===== config.mk =====
export PLATFORM = sky130hd
export DESIGN_NAME = serial_mag_comparator
export DESIGN_NICKNAME = d
export VERILOG_FILES = /design/src/rtl/serial_cmp_pkg.sv /design/src/rtl/serial_cmp_cell.sv /design/src/rtl/serial_mag_comparator.sv
export SDC_FILE = /design/constraint.sdc
export NUM_CORES = 1
export LEC_CHECK = 0
export CAP_MARGIN = 20
export CORE_MARGIN = 5
export CORE_UTILIZATION = 35
export CTS_BUF_LIST = sky130_fd_sc_hd__clkbuf_16
export DETAILED_ROUTE_END_ITERATION = 10
export GPL_TIMING_DRIVEN = 0
export SLEW_MARGIN = 10
export SYNTH_ARGS = -nofsm -noshare
export SYNTH_HDL_FRONTEND = slang
export SYNTH_SLANG_ARGS = --single-unit
export TNS_END_PERCENT = 30

===== constraint.sdc =====
create_clock -name clk -period 4.2 [get_ports clk]
set_clock_uncertainty 0.15 [all_clocks]
set_input_delay 0.63 -clock clk [delete_from_list [all_inputs] [get_ports clk]]
set_output_delay 0.63 -clock clk [all_outputs]
set_load 0.02 [all_outputs]

===== src/rtl/serial_cmp_pkg.sv =====
// Shared types and helpers for the bit-serial magnitude comparator.
package serial_cmp_pkg;

  typedef enum logic [1:0] {
    IDLE  = 2'd0,
    SHIFT = 2'd1,
    DONE  = 2'd2
  } state_t;

  typedef struct packed {
    logic cl;
    logic cg;
    logic ce;
  } cascade_t;

  // Cascade value at the start of every comparison: "equal so far".
  localparam cascade_t CASCADE_EQ = '{cl: 1'b0, cg: 1'b0, ce: 1'b1};

  // Bits needed to hold values 0..n-1; never less than 1.
  function automatic int clog2(input int n);
    int r;
    r = 0;
    for (int i = 0; i < 31; i++) begin
      if ((1 << i) < n) r = i + 1;
    end
    return (r < 1) ? 1 : r;
  endfunction

endpackage


===== src/rtl/serial_cmp_cell.sv =====
// One-bit compare cell: folds a bit pair into the lt/gt/eq cascade; combinational.
// Latency: none. Backpressure: none.
module serial_cmp_cell (
  input  logic a_bit,
  input  logic b_bit,
  input  logic cl,
  input  logic cg,
  input  logic ce,
  output logic next_cl,
  output logic next_cg,
  output logic next_ce
);

  // Once a difference has been seen, lower bits no longer matter.
  always_comb begin
    next_cl = cl;
    next_cg = cg;
    next_ce = ce;
    if (!cl && !cg && ce) begin
      if (a_bit && !b_bit) begin
        next_cg = 1'b1;
        next_ce = 1'b0;
      end else if (!a_bit && b_bit) begin
        next_cl = 1'b1;
        next_ce = 1'b0;
      end
    end
  end

endmodule


===== src/rtl/serial_mag_comparator.sv =====
// Bit-serial MSB-first magnitude comparator; one-hot lt/gt/eq with a done pulse.
// Latency: WIDTH+1 edges from accepted start to done; start ignored while busy.
// SERIAL_CMP_SIGNED_EN selects two's-complement operands (MSBs inverted at load).
module serial_mag_comparator
  import serial_cmp_pkg::*;
#(
  parameter int WIDTH = 8
) (
  input  logic             clk,
  input  logic             rst_n,
  input  logic             start,
  input  logic [WIDTH-1:0] a,
  input  logic [WIDTH-1:0] b,
  output logic             busy,
  output logic             done,
  output logic             lt,
  output logic             gt,
  output logic             eq
);

  localparam int CW = clog2(WIDTH);

`ifdef SERIAL_CMP_SIGNED_EN
  // Flipping the sign bit maps two's complement order onto unsigned order.
  localparam logic [WIDTH-1:0] MSB_FLIP = {1'b1, {(WIDTH-1){1'b0}}};
`else
  localparam logic [WIDTH-1:0] MSB_FLIP = '0;
`endif

  state_t           state_q, state_d;
  logic [WIDTH-1:0] sa_q, sb_q;
  logic [CW-1:0]    cnt_q;
  cascade_t         cas_q, cas_nxt;
  logic             load;
  logic             last_bit;

  assign load     = start && (state_q == IDLE || state_q == DONE);
  assign last_bit = (state_q == SHIFT) && (cnt_q == '0);

  serial_cmp_cell u_cell (
    .a_bit   (sa_q[WIDTH-1]),
    .b_bit   (sb_q[WIDTH-1]),
    .cl      (cas_q.cl),
    .cg      (cas_q.cg),
    .ce      (cas_q.ce),
    .next_cl (cas_nxt.cl),
    .next_cg (cas_nxt.cg),
    .next_ce (cas_nxt.ce)
  );

  always_ff @(posedge clk or negedge rst_n) begin
    if (!rst_n) begin
      state_q <= IDLE;
    end else begin
      state_q <= state_d;
    end
  end

  always_comb begin
    state_d = state_q;
    case (state_q)
      IDLE:    if (start) state_d = SHIFT;
      SHIFT:   if (cnt_q == '0) state_d = DONE;
      DONE:    state_d = start ? SHIFT : IDLE;
      default: state_d = IDLE;
    endcase
  end

  always_comb begin
    busy = (state_q == SHIFT);
    done = (state_q == DONE);
  end

  always_ff @(posedge clk or negedge rst_n) begin
    if (!rst_n) begin
      sa_q  <= '0;
      sb_q  <= '0;
      cnt_q <= '0;
      cas_q <= CASCADE_EQ;
    end else if (load) begin
      sa_q  <= a ^ MSB_FLIP;
      sb_q  <= b ^ MSB_FLIP;
      cnt_q <= CW'(WIDTH - 1);
      cas_q <= CASCADE_EQ;
    end else if (state_q == SHIFT) begin
      sa_q  <= {sa_q[WIDTH-2:0], 1'b0};
      sb_q  <= {sb_q[WIDTH-2:0], 1'b0};
      cas_q <= cas_nxt;
      if (cnt_q != '0) cnt_q <= cnt_q - CW'(1);
    end
  end

  // Results only move on the final bit, so they show the previous answer while busy.
  always_ff @(posedge clk or negedge rst_n) begin
    if (!rst_n) begin
      lt <= 1'b0;
      gt <= 1'b0;
      eq <= 1'b0;
    end else if (last_bit) begin
      lt <= cas_nxt.cl;
      gt <= cas_nxt.cg;
      eq <= cas_nxt.ce;
    end
  end

endmodule


Word level (Yosys, flattened, before mapping) --
Cells that the tools add are included.
Storage, ports and cells: flip-flop bits (word level) 27, output and inout bits 5, input port bits 19, word-level logic and storage cells 54
Cells by class: reductions and logical operators 18, muxes and demuxes 21, equal/unequal tests 4, add/sub/neg operators 1
Operators with widths (number):
- 2-to-1 mux 8 bit | 4
- 2-to-1 mux 3 bit | 5
- 2-to-1 mux 1 bit | 9
- logical AND 1 bit | 6
- one-hot mux 2 bit (3 select lines) | 1
- logical NOT 1 bit | 4
- 2-to-1 mux 2 bit | 2
- AND reduction 2 bit | 2
- nonzero test 2 bit | 2
- logical NOT 3 bit | 1
- nonzero test 3 bit | 1
- subtractor 3 x 1 -> 3 bit (second input constant) | 1
- == test 2 x 1 -> 1 bit (second input constant) | 1
- == test 2 bit (second input constant) | 1
- logical NOT 2 bit | 1
- inequality test 2 x 1 -> 1 bit (second input constant) | 1
- inequality test 2 bit (second input constant) | 1
- logical OR 1 bit | 1

Logic depth before layout (Yosys ltp) --
depth in word-level cells 7, gate-level depth with buffers 6, gate-level depth less buffers 5

Modules after synthesis --
Synthesis repeated with hierarchy kept, for this count alone.
Unflattened totals: cell total of the unflattened synthesis 114, area total of the unflattened synthesis 1226.2 um^2
Modules (own cells, without submodules):
- serial_mag_comparator | area each 1179.9 um^2, sequential area each 676.9 um^2, instances 1, cells each 108
- serial_cmp_cell | area each 46.3 um^2, sequential area each 0.0 um^2, instances 1, cells each 6

Worst setup path after synthesis --
No wires, ideal clock.
path kind flip-flop to output port, start point register state_q[1], end point output busy, arrival 0.848 ns, path buffers 2, stages on the path, launching flop included 5, slack 2.572 ns, cells stage by stage dfrtp_1 -> nand2b_1 -> buf_6 -> inv_4 -> buf_4
Between the ends: cells in the longest elaborated chain, start to end 1
RTL lines:
- start, declared | RTL line serial_mag_comparator.sv:30 | state_t state_q, state_d;
- start signal, assigned | RTL line serial_mag_comparator.sv:55 | state_q <= state_d;
- == test 2 x 1 -> 1 bit | RTL line serial_mag_comparator.sv:70 | busy = (state_q == SHIFT);
- end, declared | RTL line serial_mag_comparator.sv:14 | output logic busy,
Every way passes these cells.

Worst setup path after layout --
Ends and elaborated chain as after synthesis.

==> summary.log <==
INFO  detailed_routing finalWirelength=2750µm
INFO  power          power_density=726nW/µm²
INFO  sta            setup_tns=0ps
INFO  power          p_clk_share=17.9%
INFO  sta            unrepaired_setup_endpoints_after_global_routing=false
INFO  finish         layout_commonest_cell=sky130_fd_sc_hd__dfrtp_1
INFO  detailed_routing drt_iter0_drc=51
INFO  power          reg_power_share=38.9%
INFO  logic_synthesis synth_ff_type=sky130_fd_sc_hd__dfrtp_1
INFO  worst_setup_path crit_type=reg2out
INFO  worst_setup_path required=3420ps
INFO  finish         commonest_cells_after_routing_fill_and_taps_aside=26 x sky130_fd_sc_hd__dfrtp_1, 23 x sky130_fd_sc_hd__clkdlybuf4s50_1, 20 x sky130_fd_sc_hd__nand2_1, 13 x sky130_fd_sc_hd__nand3_1, 12 x sky130_fd_sc_hd__a22oi_1
INFO  worst_setup_path reg2reg_slack=2740ps
INFO  die            floorplan.initialDensity=36.6%
INFO  sta            slew_headroom=59.5%
INFO  sta            layout_min_cycle_time=2580ps
INFO  global_route   wire_length_of_the_first_global_routing_pass=4900µm
INFO  logic_synthesis syn-num-nets=146
INFO  die            floorplan.die.height=69.3µm
INFO  logic_synthesis synth.top_cells.by_area=sky130_fd_sc_hd__dfrtp_1 53%, sky130_fd_sc_hd__a22oi_1 7.3%, sky130_fd_sc_hd__nand2_1 6.1%
INFO  clock_tree     cts_tree=done
INFO  clock_tree     root_buffer=sky130_fd_sc_hd__clkbuf_16
INFO  worst_setup_path arrival=1800ps
INFO  global_route   grt_antenna_before_repair=0
INFO  logic_synthesis synth.ff_latch_count=27
INFO  clock_tree     post_cts_hold_buffer_count=0
INFO  sta            finalSetupViolCount=0
INFO  power          switching_share_of_total_power=36.8%
INFO  die            placement_rows=21
INFO  logic_synthesis synth_warnings=0
INFO  placed_design  place.gp.congestion=0.756
INFO  power          power_frac_comb=43.2%
INFO  power          ir_drop=0.319mV
INFO  run            number_of_violations_of_the_max_capacitance_limit=0
INFO  worst_setup_path endpoint_kind=output pin
INFO  die            io_pins=24
INFO  finish         area_growth_syn_to_layout=32.0%
INFO  logic_synthesis post-synth-top-area-fraction=52.8%
INFO  clock_tree     cts-root-to-sink-buffers=2
INFO  logic_synthesis async_flop_share=100%
INFO  global_route   global_route.overflow_total=0
INFO  sta            tightest_slew=606ps
INFO  sta            timing.final.crit_share=61.5%
INFO  worst_setup_path startpoint=state_q[1]
INFO  worst_setup_path regToRegStartpoint=cnt_q[0]
INFO  sta            hold_viol=0
INFO  die            dieWidth=69.3µm
INFO  global_route   maximum_number_of_pins_on_one_net_before_global_route_repair=18
INFO  logic_synthesis syn-mean-instance-area=9.85µm²
INFO  worst_setup_path cp_max_fo=10
INFO  finish         final_net_count=175
INFO  detailed_routing remaining_drc_errors=0
INFO  power          cellInternalPower=0.000746W
INFO  logic_synthesis synth.lib_cells_used.distinct=29
INFO  logic_synthesis synth.yosys.seq_area_share=55.0%
INFO  sta            finalMaxSlewViolations=0
INFO  sta            max_clock_freq=387MHz
INFO  logic_synthesis netlist.top_cell.by_area=sky130_fd_sc_hd__dfrtp_1
INFO  detailed_routing drt-pass1-iter-count=4
INFO  global_route   global_routing_usage_summed_across_all_routing_layers=12.4%
INFO  detailed_routing wire_per_inst=13.8µm
INFO  outcome        run_status=finished, final reports clean
INFO  clock_tree     post_cts_resized=0
INFO  power          switching_component_of_the_power=0.000434W
INFO  min_path       hold_start=sa_q[1]
INFO  detailed_routing drtAntennaViolNets=0
INFO  clock_tree     clock_net_sink_count=27
INFO  logic_synthesis syn_area=1230µm²
INFO  sta            worst_hold_slack=353ps
INFO  power          total_leakage_power=0.735nW
INFO  finish         final_layout_size_suffix_gt1_share=9.80%
INFO  clock_tree     cts_buffers=3
INFO  finish         antenna_cells=0
INFO  placed_design  place_hpwl=1990µm
INFO  worst_setup_path worstSetupStartpointType=register
INFO  global_route   first_global_vias=1,074
INFO  die            core_area=3360µm²
INFO  detailed_routing post_drt_via_cell_ratio=5.05
INFO  min_path       min_path_type=reg2reg
INFO  logic_synthesis synth-edff-count=0
INFO  clock_tree     clk_latency=260ps
INFO  die            die-area=4800µm²
INFO  logic_synthesis synthesis.instances=125
INFO  placed_design  place.port_buffers=23
INFO  clock_tree     maximum_level_of_the_cts_h_tree=1
INFO  clock_tree     cts.repair_timing.setup_buffer_count=0
INFO  detailed_routing via_count=1,005
INFO  clock_tree     cts.clk_slew.worst_paths=60ps
-- logic make-up (layout without fill, tap and decap cells) --
logic type / after synthesis / in the layout / synth area share, %
flops: 27 / 27 / 55.0
compound gates: 27 / 27 / 14.5
simple gates: 55 / 55 / 21.5
xor+xnor: 1 / 1 / 0.712
fa+ha+maj: 2 / 2 / 2.03
buf+inv: 13 / 41 / 6.20
-- power groups by stage --
| stage | clock network (W) | registers (W) | logic (W) |
|---|---|---|---|
| 2_1_floorplan | 0 | 0.000458 | 0.000354 |
| 3_3_place_gp | 0 | 0.000456 | 0.000496 |
| 3_5_place_dp | 0 | 0.000464 | 0.000508 |
| 4_1_cts | 0.000217 | 0.000459 | 0.000513 |
| 5_1_grt | 0.000230 | 0.000477 | 0.000570 |
| 6_report | 0.000211 | 0.000459 | 0.000509 |
-- stage by stage --
| step | worst slack (ps) | utilization, % | area (µm²) | power (W) | instances |
|---|---|---|---|---|---|
| after global routing | 1520 | 48.3 | 1630 | 0.00128 | 199 |
| final | 1620 | 48.3 | 1630 | 0.00118 | 199 |
| after floorplan | 2570 | - | 1230 | 0.000813 | 125 |
| after CTS | 1600 | 48.3 | 1630 | 0.00119 | 199 |
| after detailed placement | 1890 | 46.0 | 1550 | 0.000972 | 195 |
| after global placement | 1900 | 45.2 | 1520 | 0.000952 | 194 |
-- cells in the mapped netlist (2+ instances only) --
master and n:
sky130_fd_sc_hd__buf_6 2, sky130_fd_sc_hd__nand2b_1 3, sky130_fd_sc_hd__inv_1 3, sky130_fd_sc_hd__a21oi_1 4, sky130_fd_sc_hd__nor4bb_1 2, sky130_fd_sc_hd__nor3_1 2
sky130_fd_sc_hd__a22oi_1 12, sky130_fd_sc_hd__nor2b_1 2, sky130_fd_sc_hd__buf_2 5, sky130_fd_sc_hd__ha_1 2, sky130_fd_sc_hd__o22ai_1 2, sky130_fd_sc_hd__dfrtp_1 26
sky130_fd_sc_hd__nand3_1 13, sky130_fd_sc_hd__nand2_1 20, sky130_fd_sc_hd__nor2_1 10, sky130_fd_sc_hd__o21ai_0 4
-- registers in the layout, summed over array words and instances, names as in the netlist --
register and count:
sa_q 8, sb_q 8, cas_q 3, cnt_q 3
state_q 2, eq 1, gt 1, lt 1
-- worst paths after layout --
path / to / cells past startpoint
setup / recovery: busy / 5
hold / removal: sa_q[1] / 2
setup reg to reg: eq / 6
hold reg to reg: sa_q[1] / 2
max in group asynchronous: cas_q[0] / 2
min in group asynchronous: sb_q[1] / 1
-- routing by layer --
layer	part of all wire, %	wire [µm]	track usage, %
met5	0	0	0
met4	0.51	14	4.99
met3	3.6	100	2.17
met2	52	1440	21.4
met1	43	1190	15.2
-- area by class of cell --
cell class / instances / area (µm²)
fill: 357 / 1740
sequential: 27 / 677
multi-input combinational: 85 / 478
timing repair buffer: 24 / 258
clock buffer: 3 / 75.1
buffer: 9 / 58.8
tap: 46 / 57.6
inverter: 4 / 17.5
clock inverter: 1 / 3.75
-- critical path, cell delays in order, from the launching register on --
cell	delay, ps
sky130_fd_sc_hd__dfrtp_1	390
sky130_fd_sc_hd__nand2b_1	160
sky130_fd_sc_hd__buf_6	150
sky130_fd_sc_hd__inv_4	70
sky130_fd_sc_hd__buf_4	160
sky130_fd_sc_hd__clkdlybuf4s50_1	610
(Power assumes the default switching activity.)
